===== src/rtl/buffer_seq_pkg.sv =====
// ============================================================================
// buffer_seq_pkg : shared types and constants for the buffer access sequencer
// Rev 1.0
// ============================================================================
`default_nettype none

package buffer_seq_pkg;

  typedef enum logic [2:0] {
    ST_IDLE      = 3'd0,
    ST_WRITE     = 3'd1,
    ST_READ      = 3'd2,
    ST_FLUSH     = 3'd3,
    ST_FLUSH_ACK = 3'd4,
    ST_FINISH    = 3'd5
  } seq_state_t;

  localparam int unsigned BUFFER_DEPTH_DEFAULT = 64;

  localparam logic [1:0] SIZE_1B = 2'd0;
  localparam logic [1:0] SIZE_2B = 2'd1;
  localparam logic [1:0] SIZE_3B = 2'd2;
  localparam logic [1:0] SIZE_4B = 2'd3;

  // req_size encodes byte count minus one
  function automatic logic [2:0] size_to_count(input logic [1:0] size);
    return {1'b0, size} + 3'd1;
  endfunction

endpackage

`default_nettype wire


===== src/rtl/byte_lane_mux.sv =====
// ============================================================================
// byte_lane_mux : picks the outgoing write byte and merges a read byte by lane
// Rev 1.0
// ============================================================================
`default_nettype none

module byte_lane_mux (
  input  logic [31:0] wdata_i,
  input  logic [1:0]  wr_sel_i,
  output logic [7:0]  wr_byte_o,
  input  logic [31:0] rd_word_i,
  input  logic [7:0]  rx_byte_i,
  input  logic [1:0]  rd_sel_i,
  output logic [31:0] rd_word_o
);

  always_comb begin
    wr_byte_o = wdata_i[8*wr_sel_i +: 8];
    rd_word_o = rd_word_i;
    rd_word_o[8*rd_sel_i +: 8] = rx_byte_i;
  end

endmodule

`default_nettype wire


===== src/rtl/buffer_access_sequencer.sv =====
// ============================================================================
// buffer_access_sequencer : turns word accesses into byte strobes on the data
// buffer, with occupancy checks and flush arbitration.   Rev 1.0
// ============================================================================
`default_nettype none

module buffer_access_sequencer
  import buffer_seq_pkg::*;
#(
  parameter int unsigned BUFFER_DEPTH = BUFFER_DEPTH_DEFAULT,
  parameter int unsigned OCC_WIDTH    = 7
) (
  input  logic                 clk,
  input  logic                 rst,
  input  logic                 req_valid,
  input  logic                 req_write,
  input  logic [1:0]           req_size,
  input  logic [31:0]          req_wdata,
  output logic                 req_ready,
  output logic                 done,
  output logic                 err,
  output logic [31:0]          rd_word,
  input  logic                 flush_req,
  output logic                 flush_ack,
  input  logic [OCC_WIDTH-1:0] buffer_occupancy,
  input  logic [7:0]           rx_data,
  output logic                 get_rx_data,
  output logic                 store_tx_data,
  output logic [7:0]           tx_data,
  output logic                 clear,
  output logic                 busy
);

  seq_state_t  state_q;
  logic [2:0]  count_q;
  logic [1:0]  idx_q;
  logic [31:0] wdata_q;
  logic [31:0] rd_word_q;
  logic [7:0]  tx_data_q;
  logic        store_q, get_q, clear_q, done_q, err_q, ack_q;

  logic [2:0]  w_count;
  logic        w_legal;
  logic        w_last;
  logic [1:0]  w_wr_sel;
  logic [31:0] w_wr_src;
  logic [7:0]  w_wr_byte;
  logic [31:0] rd_word_d;

  assign w_count = size_to_count(req_size);

  // occupancy sum is one bit wider so a full buffer cannot wrap to "legal"
  always_comb begin
    if (req_write)
      w_legal = (({1'b0, buffer_occupancy} + (OCC_WIDTH+1)'(w_count))
                 <= (OCC_WIDTH+1)'(BUFFER_DEPTH));
    else
      w_legal = (buffer_occupancy >= OCC_WIDTH'(w_count));
  end

  assign w_last   = (({1'b0, idx_q} + 3'd1) == count_q);
  assign w_wr_sel = (state_q == ST_IDLE) ? 2'd0 : idx_q + 2'd1;
  assign w_wr_src = (state_q == ST_IDLE) ? req_wdata : wdata_q;

  byte_lane_mux u_lane_mux (
    .wdata_i   (w_wr_src),
    .wr_sel_i  (w_wr_sel),
    .wr_byte_o (w_wr_byte),
    .rd_word_i (rd_word_q),
    .rx_byte_i (rx_data),
    .rd_sel_i  (idx_q),
    .rd_word_o (rd_word_d)
  );

  always_ff @(posedge clk) begin
    if (rst) begin
      state_q   <= ST_IDLE;
      count_q   <= '0;
      idx_q     <= '0;
      wdata_q   <= '0;
      rd_word_q <= '0;
      tx_data_q <= '0;
      store_q   <= 1'b0;
      get_q     <= 1'b0;
      clear_q   <= 1'b0;
      done_q    <= 1'b0;
      err_q     <= 1'b0;
      ack_q     <= 1'b0;
    end else begin
      case (state_q)
        ST_IDLE: begin
          if (flush_req) begin
            clear_q <= 1'b1;
            state_q <= ST_FLUSH;
          end else if (req_valid) begin
            count_q <= w_count;
            wdata_q <= req_wdata;
            idx_q   <= '0;
            if (!w_legal) begin
              done_q  <= 1'b1;
              err_q   <= 1'b1;
              state_q <= ST_FINISH;
            end else if (req_write) begin
              store_q   <= 1'b1;
              tx_data_q <= w_wr_byte;
              state_q   <= ST_WRITE;
            end else begin
              rd_word_q <= '0;
              get_q     <= 1'b1;
              state_q   <= ST_READ;
            end
          end
        end
        ST_WRITE: begin
          if (w_last) begin
            store_q <= 1'b0;
            done_q  <= 1'b1;
            state_q <= ST_FINISH;
          end else begin
            idx_q     <= idx_q + 2'd1;
            tx_data_q <= w_wr_byte;
          end
        end
        ST_READ: begin
          rd_word_q <= rd_word_d;
          if (w_last) begin
            get_q   <= 1'b0;
            done_q  <= 1'b1;
            state_q <= ST_FINISH;
          end else begin
            idx_q <= idx_q + 2'd1;
          end
        end
        ST_FLUSH: begin
          clear_q <= 1'b0;
          ack_q   <= 1'b1;
          state_q <= ST_FLUSH_ACK;
        end
        ST_FLUSH_ACK: begin
          ack_q   <= 1'b0;
          state_q <= ST_IDLE;
        end
        ST_FINISH: begin
          done_q  <= 1'b0;
          err_q   <= 1'b0;
          state_q <= ST_IDLE;
        end
        default: state_q <= ST_IDLE;
      endcase
    end
  end

  assign req_ready     = (state_q == ST_IDLE) && !flush_req;
  assign busy          = (state_q != ST_IDLE);
  assign done          = done_q;
  assign err           = err_q;
  assign rd_word       = rd_word_q;
  assign flush_ack     = ack_q;
  assign get_rx_data   = get_q;
  assign store_tx_data = store_q;
  assign tx_data       = tx_data_q;
  assign clear         = clear_q;

endmodule

`default_nettype wire

===== config.mk =====
export PLATFORM = sky130hd
export DESIGN_NAME = buffer_access_sequencer
export DESIGN_NICKNAME = d
export VERILOG_FILES = /design/src/rtl/buffer_seq_pkg.sv /design/src/rtl/byte_lane_mux.sv /design/src/rtl/buffer_access_sequencer.sv
export SDC_FILE = /design/constraint.sdc
export NUM_CORES = 1
export LEC_CHECK = 0
export CAP_MARGIN = 20
export CORE_ASPECT_RATIO = 2
export CORE_MARGIN = 2
export CORE_UTILIZATION = 57
export DETAILED_ROUTE_END_ITERATION = 10
export DONT_BUFFER_PORTS = 1
export GPL_ROUTABILITY_DRIVEN = 0
export GPL_TIMING_DRIVEN = 0
export PLACE_DENSITY = 0.72
export SYNTH_ARGS = -nofsm -noshare
export SYNTH_HDL_FRONTEND = slang
export SYNTH_SLANG_ARGS = --single-unit
export TNS_END_PERCENT = 30

===== constraint.sdc =====
create_clock -name clk -period 2.49 [get_ports clk]
set_input_delay 0.498 -clock clk [delete_from_list [all_inputs] [get_ports clk]]
set_output_delay 0.498 -clock clk [all_outputs]
set_load 0.01 [all_outputs]

Word-level counts from Yosys, hierarchy flattened

Cells that the tools add are included.

Bits in registers: 86
Input port bits: 54
Output and inout bits: 48
Logic and storage cells: 109

Add/subtract/negate cells: 5
$lt $le $gt $ge: 2
Eq/ne operators: 19
Shift-type cells: 3
Multiplexer cells: 45
Bitwise gates (word level): 1
Reductions and logical operators: 22

Operator list:

| operator                                                                | count |
|---|---|
| 32-bit two-way mux                                                      | 5 |
| 32-bit case mux with 2 select lines                                     | 1 |
| 8-bit two-way mux                                                       | 5 |
| 5-bit negator with 34-bit output                                        | 1 |
| 8-bit by 34-bit variable shift with 32-bit output, first input constant | 1 |
| 8-bit by 34-bit variable part select with 32-bit output                 | 1 |
| 32-bit bitwise mux                                                      | 1 |
| 32-bit by 6-bit variable part select with 8-bit output                  | 1 |
| 2-bit inequality test, second input constant                            | 11 |
| 6-bit AND reduction                                                     | 3 |
| 8-bit case mux with 2 select lines                                      | 1 |
| 1-bit two-way mux                                                       | 15 |
| 3-bit two-way mux                                                       | 4 |
| 2-bit nonzero test                                                      | 6 |
| 2-bit two-way mux                                                       | 5 |
| 1-bit case mux with 2 select lines                                      | 5 |
| 5-bit AND reduction                                                     | 2 |
| 3-bit case mux with 3 select lines                                      | 1 |
| 7-bit by 3-bit adder with 8-bit output                                  | 1 |
| 8-bit by 7-bit <= comparator with 1-bit output, second input constant   | 1 |
| 4-bit AND reduction                                                     | 2 |
| 7-bit by 3-bit >= comparator with 1-bit output                          | 1 |
| 2-bit by 1-bit adder with 3-bit output, second input constant           | 2 |
| 3-bit by 2-bit equality test with 1-bit output, second input constant   | 2 |
| 16 further kinds                                                        | 19 |

Depth between registers and ports, before layout

Depth after elaboration: 8
Gate-level depth with buffers: 10
Mapped depth without buffers: 10

Hierarchy

A second synthesis with hierarchy kept.

Cells, all modules: 562
Area total of the unflattened synthesis: 4,506.8 sq um

By module, submodules not included:

| module                  | times used | cells an instance | area each (sq um) | sequential area each (sq um) |
|---|---|---|---|---|
| buffer_access_sequencer | 1          | 484               | 3,786.1           | 1,721.7 |
| byte_lane_mux           | 1          | 78                | 720.7             | 0.0 |

Worst setup path before layout

Ideal clock, no wire load.

Kind: input port to flip-flop
From: input req_size[0]
To: register tx_data_q[0] (netlist: tx_data[0])
Library setup time: 0.121 ns
Data arrival time: 2.576 ns
Required time: 2.369 ns
Slack: -0.207 ns
Stages on the path: 9
Buffers on the path: 0
Cell sequence: ha_1 inv_1 fa_1 o21bai_2 mux2i_1 mux2i_1 a211oi_2 nor3b_4 mux2_2

Cells in the longest elaborated chain, start to end: 6
Elaborated cells on any way between the ends: 7

Ends and longest elaborated chain:

| item                                           | line                           | RTL |
|---|---|---|
| from (decl)                                    | buffer_access_sequencer.sv:17  | `input logic [1:0] req_size,` |
| 2-bit by 1-bit adder with 3-bit output *       | buffer_seq_pkg.sv:27           | `return {1'b0, size} + 3'd1;` |
| 7-bit by 3-bit adder with 8-bit output         | buffer_access_sequencer.sv:55  | `w_legal = (({1'b0, buffer_occupancy} + (OCC_WIDTH+1)'(w_count))` |
| 8-bit by 7-bit <= comparator with 1-bit output | buffer_access_sequencer.sv:56  | `<= (OCC_WIDTH+1)'(BUFFER_DEPTH));` |
| 1-bit two-way mux *                            | buffer_access_sequencer.sv:54  | `if (req_write)` |
| 2-bit inequality test (no line) *              | n/a                            |  |
| 6-bit AND reduction (no line) *                | n/a                            |  |
| to (signal assigned)                           | buffer_access_sequencer.sv:105 | `tx_data_q <= w_wr_byte;` |
| to (signal assigned)                           | buffer_access_sequencer.sv:121 | `tx_data_q <= w_wr_byte;` |
| to (decl)                                      | buffer_access_sequencer.sv:39  | `logic [7:0] tx_data_q;` |

Mark *: on every way between the ends. The rest lies on a longest branch, timed or not.
A chain may end at the register's enable or synchronous reset.

Worst setup path after layout

From: register idx_q[0]
To: register tx_data_q[0] (netlist: tx_data[0])

Cells in the longest elaborated chain, start to end: 8
Elaborated cells on any way between the ends: 13

Ends and longest elaborated chain:

| item                                                   | line                           | RTL |
|---|---|---|
| from (decl)                                            | buffer_access_sequencer.sv:36  | `logic [1:0] idx_q;` |
| from (signal assigned)                                 | buffer_access_sequencer.sv:120 | `idx_q <= idx_q + 2'd1;` |
| from (signal assigned)                                 | buffer_access_sequencer.sv:131 | `idx_q <= idx_q + 2'd1;` |
| 2-bit by 1-bit adder with 2-bit output                 | buffer_access_sequencer.sv:62  | `assign w_wr_sel = (state_q == ST_IDLE) ? 2'd0 : idx_q + 2'd1;` |
| 2-bit two-way mux                                      | buffer_access_sequencer.sv:62  |  |
| 32-bit by 6-bit variable part select with 8-bit output | byte_lane_mux.sv:18            | `wr_byte_o = wdata_i[8*wr_sel_i +: 8];` |
| 8-bit two-way mux                                      | buffer_access_sequencer.sv:103 | `end else if (req_write) begin` |
| 8-bit two-way mux                                      | buffer_access_sequencer.sv:99  | `if (!w_legal) begin` |
| 8-bit two-way mux                                      | buffer_access_sequencer.sv:95  | `end else if (req_valid) begin` |
| 8-bit two-way mux                                      | buffer_access_sequencer.sv:92  | `if (flush_req) begin` |
| 8-bit case mux with 2 select lines                     | buffer_access_sequencer.sv:90  | `case (state_q)` |

Parallel ways exist; a longest one is shown, timed or not. The select of a mux whose other input is x is not followed.

==> flow_metrics.py <==
metrics = {
    "clock_network": {
        "htreeDepth": 3,
        "numCtsBuffers": 9,
        "clock_latency_ps": 340,
        "cts.sinks": 86,
        "path_clk_slew_ps": 60,
        "clock_path_buffers": 2,
        "cts_tree": "done",
        "cts_root_buf": "clkbuf_16",
    },
    "power_and_ir_drop": {
        "p_leak_nw": 1.64,
        "p_total_mw": 4.63,
        "pwr-share-seq": 0.367,
        "ir_drop_uv": 559,
        "combPwrFrac": 0.369,
        "clockPowerShare": 0.264,
        "intPower_mw": 2.97,
        "pwr_density_cell_nw_per_um2": 1030,
        "p_sw_frac": 0.358,
        "power_switching_mw": 1.66,
    },
    "yosys": {
        "syn_area_um2": 3950,
        "yosysUniqueCellTypes": 51,
        "avgSynthCellArea_um2": 8.60,
        "ys_warn_count": 0,
        "async_reset_ff_frac": 0,
        "ys_ff_latch": 86,
        "yosysTopAreaCellShare": 0.435,
        "synth-edff-count": 0,
        "synthFlopType": "dfxtp_1",
        "synth_top_area_cell": "dfxtp_1",
        "synth_cells": 460,
        "syn_nets": 528,
        "synth_seq_area_share": 0.435,
        "synth_area_leaders": "dfxtp_1 (44%), nand2_1 (9.1%), a21oi_1 (7.0%)",
    },
    "timing": {
        "min_period_ps": 2320,
        "tns_ps": 0,
        "relSlewSlack": 0.630,
        "finalMaxSlewViolations": 0,
        "worst_slew_pin_slew_ps": 546,
        "fin_crit_sh": 0.933,
        "hold_ws_ps": 258,
        "hold_violations": 0,
        "fin_skew_ps": 5.60,
        "fin_ws_ps": 167,
        "setup_viol": 0,
        "fmax_mhz": 431,
        "rsz0062_at_grt": "no",
    },
    "drt": {
        "drt_pass1_iterations": 5,
        "drt-vias-per-instance": 5.61,
        "drt-initial-drc-count": 192,
        "num_vias": 3195,
        "ant_nets": 0,
        "avgRoutedWirePerCell_um": 16.3,
        "wirelength_um": 9300,
        "drc": 0,
    },
    "setup_path": {
        "timing.reg2reg.setup_slack_ps": 170,
        "rr_worst_depth": 10,
        "path_class": "reg -> reg",
        "slowest_delay_ps": 370,
        "crit_slowest_cell": "dfxtp_2",
        "cp-end-kind": "register",
        "crit_path_cell_trace": "buf_6 -> buf_8 -> inv_1 -> ha_2 -> xor2_2 -> nor3_4 -> nand2_1 -> nor3b_4 -> buf_12 -> mux2_4",
        "start_kind": "register",
        "arrival_ps": 2550,
        "crit_required_ps": 2710,
        "reg2reg_to": "tx_data[0]$_SDFFE_PP0P_",
        "r2r_start": "idx_q[0]$_SDFFE_PP0P_",
        "worst-path-max-fanout": 10,
    },
    "worst_hold_path": {
        "hold_end": "count_q[0]$_SDFFE_PP0P_",
        "hold_path_class": "in -> reg",
        "min_from": "req_size[0]",
        "holdPathStages": 1,
    },
    "grt": {
        "grt-ovfl-total": 0,
        "grt_pass1_vias": 3030,
        "grt_pass1_wl_um": 15000,
        "track_usage": 0.251,
        "grt_max_degree": 14,
        "antenna_found_initial": 0,
    },
    "die": {
        "initial_utilization": 0.579,
        "boundaryPins": 102,
        "die_w_um": 62.9,
        "row_count": 43,
        "chipHeight_um": 122,
        "core_area_um2": 6830,
        "die_area_um2": 7660,
    },
    "cells_and_area": {
        "drive_gt1_frac": 0.142,
        "final_cell_mix": "nand2_1 (96), dfxtp_1 (85), a21oi_1 (55)",
        "layout_commonest_cell": "nand2_1",
        "fillers": 620,
        "fin_cells": 570,
        "syn_to_final_growth_pct": 13.5,
        "fin_nets": 544,
        "diodes": 0,
    },
    "place": {
        "io_buffers": 0,
        "post-place-ws_ps": -327,
        "dp_hpwl_um": 6750,
        "post-place-cells": 551,
    },
    "outcome": {
        "status": "finished clean",
    },
    "flow_run": {
        "maxCapViolCount": 0,
    },
}
[synthesized netlist by cell type (all sizes together) (2+ instances only)]
library cell  instances
mux4                  8
buf                  13
clkbuf               16
a21oi                59
xnor2                 3
xor2                  3
and3                  2
or3                   2
nand2b                3
and2                  2
o21ai                 4
mux2                  8
ha                   13
dfxtp                86
a211oi                3
nor2                 52
nor3b                 3
nor3                  8
o21bai                2
nand2                97
mux2i                 3
a22oi                32
nor2b                11
inv                  13
[metrics by stage]
step	cell area [um^2]	util
after floorplan	4010	-
after global placement	4120	0.603
after detailed placement	4130	0.604
after CTS	4460	0.653
after global routing	4490	0.657
final	4490	0.657
[worst max-delay path by stage]
stage	startpoint	to	slack [ps]	cells past startpoint
finish	idx_q[0]$_SDFFE_PP0P_	tx_data[0]$_SDFFE_PP0P_	170	10
global route	idx_q[0]$_SDFFE_PP0P_	tx_data[5]$_SDFFE_PP0P_	10	10
CTS	idx_q[0]$_SDFFE_PP0P_	tx_data[0]$_SDFFE_PP0P_	40	10
detailed placement	idx_q[0]$_SDFFE_PP0P_	rd_word[22]$_SDFFE_PP0P_	-330	9
global placement	idx_q[0]$_SDFFE_PP0P_	rd_word[20]$_SDFFE_PP0P_	-290	9
floorplan	req_size[1]	tx_data[0]$_SDFFE_PP0P_	-80	9
[worst max-delay path, delay by kind of cell (launching register included)]
kind	cells	cell delay [ps]
muxes	1	290
adders and majority gates	1	340
buffers and inverters	4	570
DFF	1	370
xor gates and xnor gates	1	170
and+or+nand+nor	3	470
[sequential cells by signal (all words and copies together) (netlist names)]
name and cells:
state_q 3, flush_ack 1, count_q 3, clear 1, rd_word 32, get_rx_data 1
err 1, store_tx_data 1, idx_q 2, wdata_q 32, tx_data 8, done 1
[metal layers]
metal  up-vias  wire length [um]  global-route usage
met5         -                 0                   0
met4         0               147               0.100
met3        11               633              0.0683
met2        93              4550               0.395
met1      1485              3970               0.327
li1       1606                 -                   -
[what timing repair did]
item / 4_1_cts / 5_1_grt
buffers inserted: 3 / 1
setup endpoints to repair: 29 / 32
gates resized for setup: 8 / 5
pin swaps: 1 / 1
hold buffers: 0 / 0
[cell families after synthesis]
| logic type | count (synthesis) | synth area share |
|---|---|---|
| AND/OR/NAND/NOR | 183 | 0.204 |
| AO/OA/AOI/OAI | 109 | 0.177 |
| flip-flops | 86 | 0.435 |
| buffers and inverters | 42 | 0.0456 |
| multiplexers | 19 | 0.0759 |
| adder cells (fa/ha/maj) | 15 | 0.0487 |
| XOR/XNOR | 6 | 0.0133 |
[cell type report]
cell class / count / area, um^2 / share of cell area
timing repair buffer: 5 / 52.6 / 0.0117
buffer: 29 / 148 / 0.0329
clock inverter: 3 / 21.3 / 0.00474
clock buffer: 12 / 246 / 0.0549
sequential: 86 / 1720 / 0.384
tap: 90 / 113 / 0.0251
inverter: 13 / 48.8 / 0.0109
multi-input combinational: 332 / 2130 / 0.476
[power groups by stage]
stage	clock network (mW)	registers [mW]	logic (mW)
finish	1.22	1.70	1.71
global route	1.30	1.72	1.91
CTS	1.23	1.70	1.68
detailed placement	0	1.72	1.55
global placement	0	1.72	1.54
floorplan	0	1.69	1.27
No activity file was read; power rests on OpenSTA's default activity.
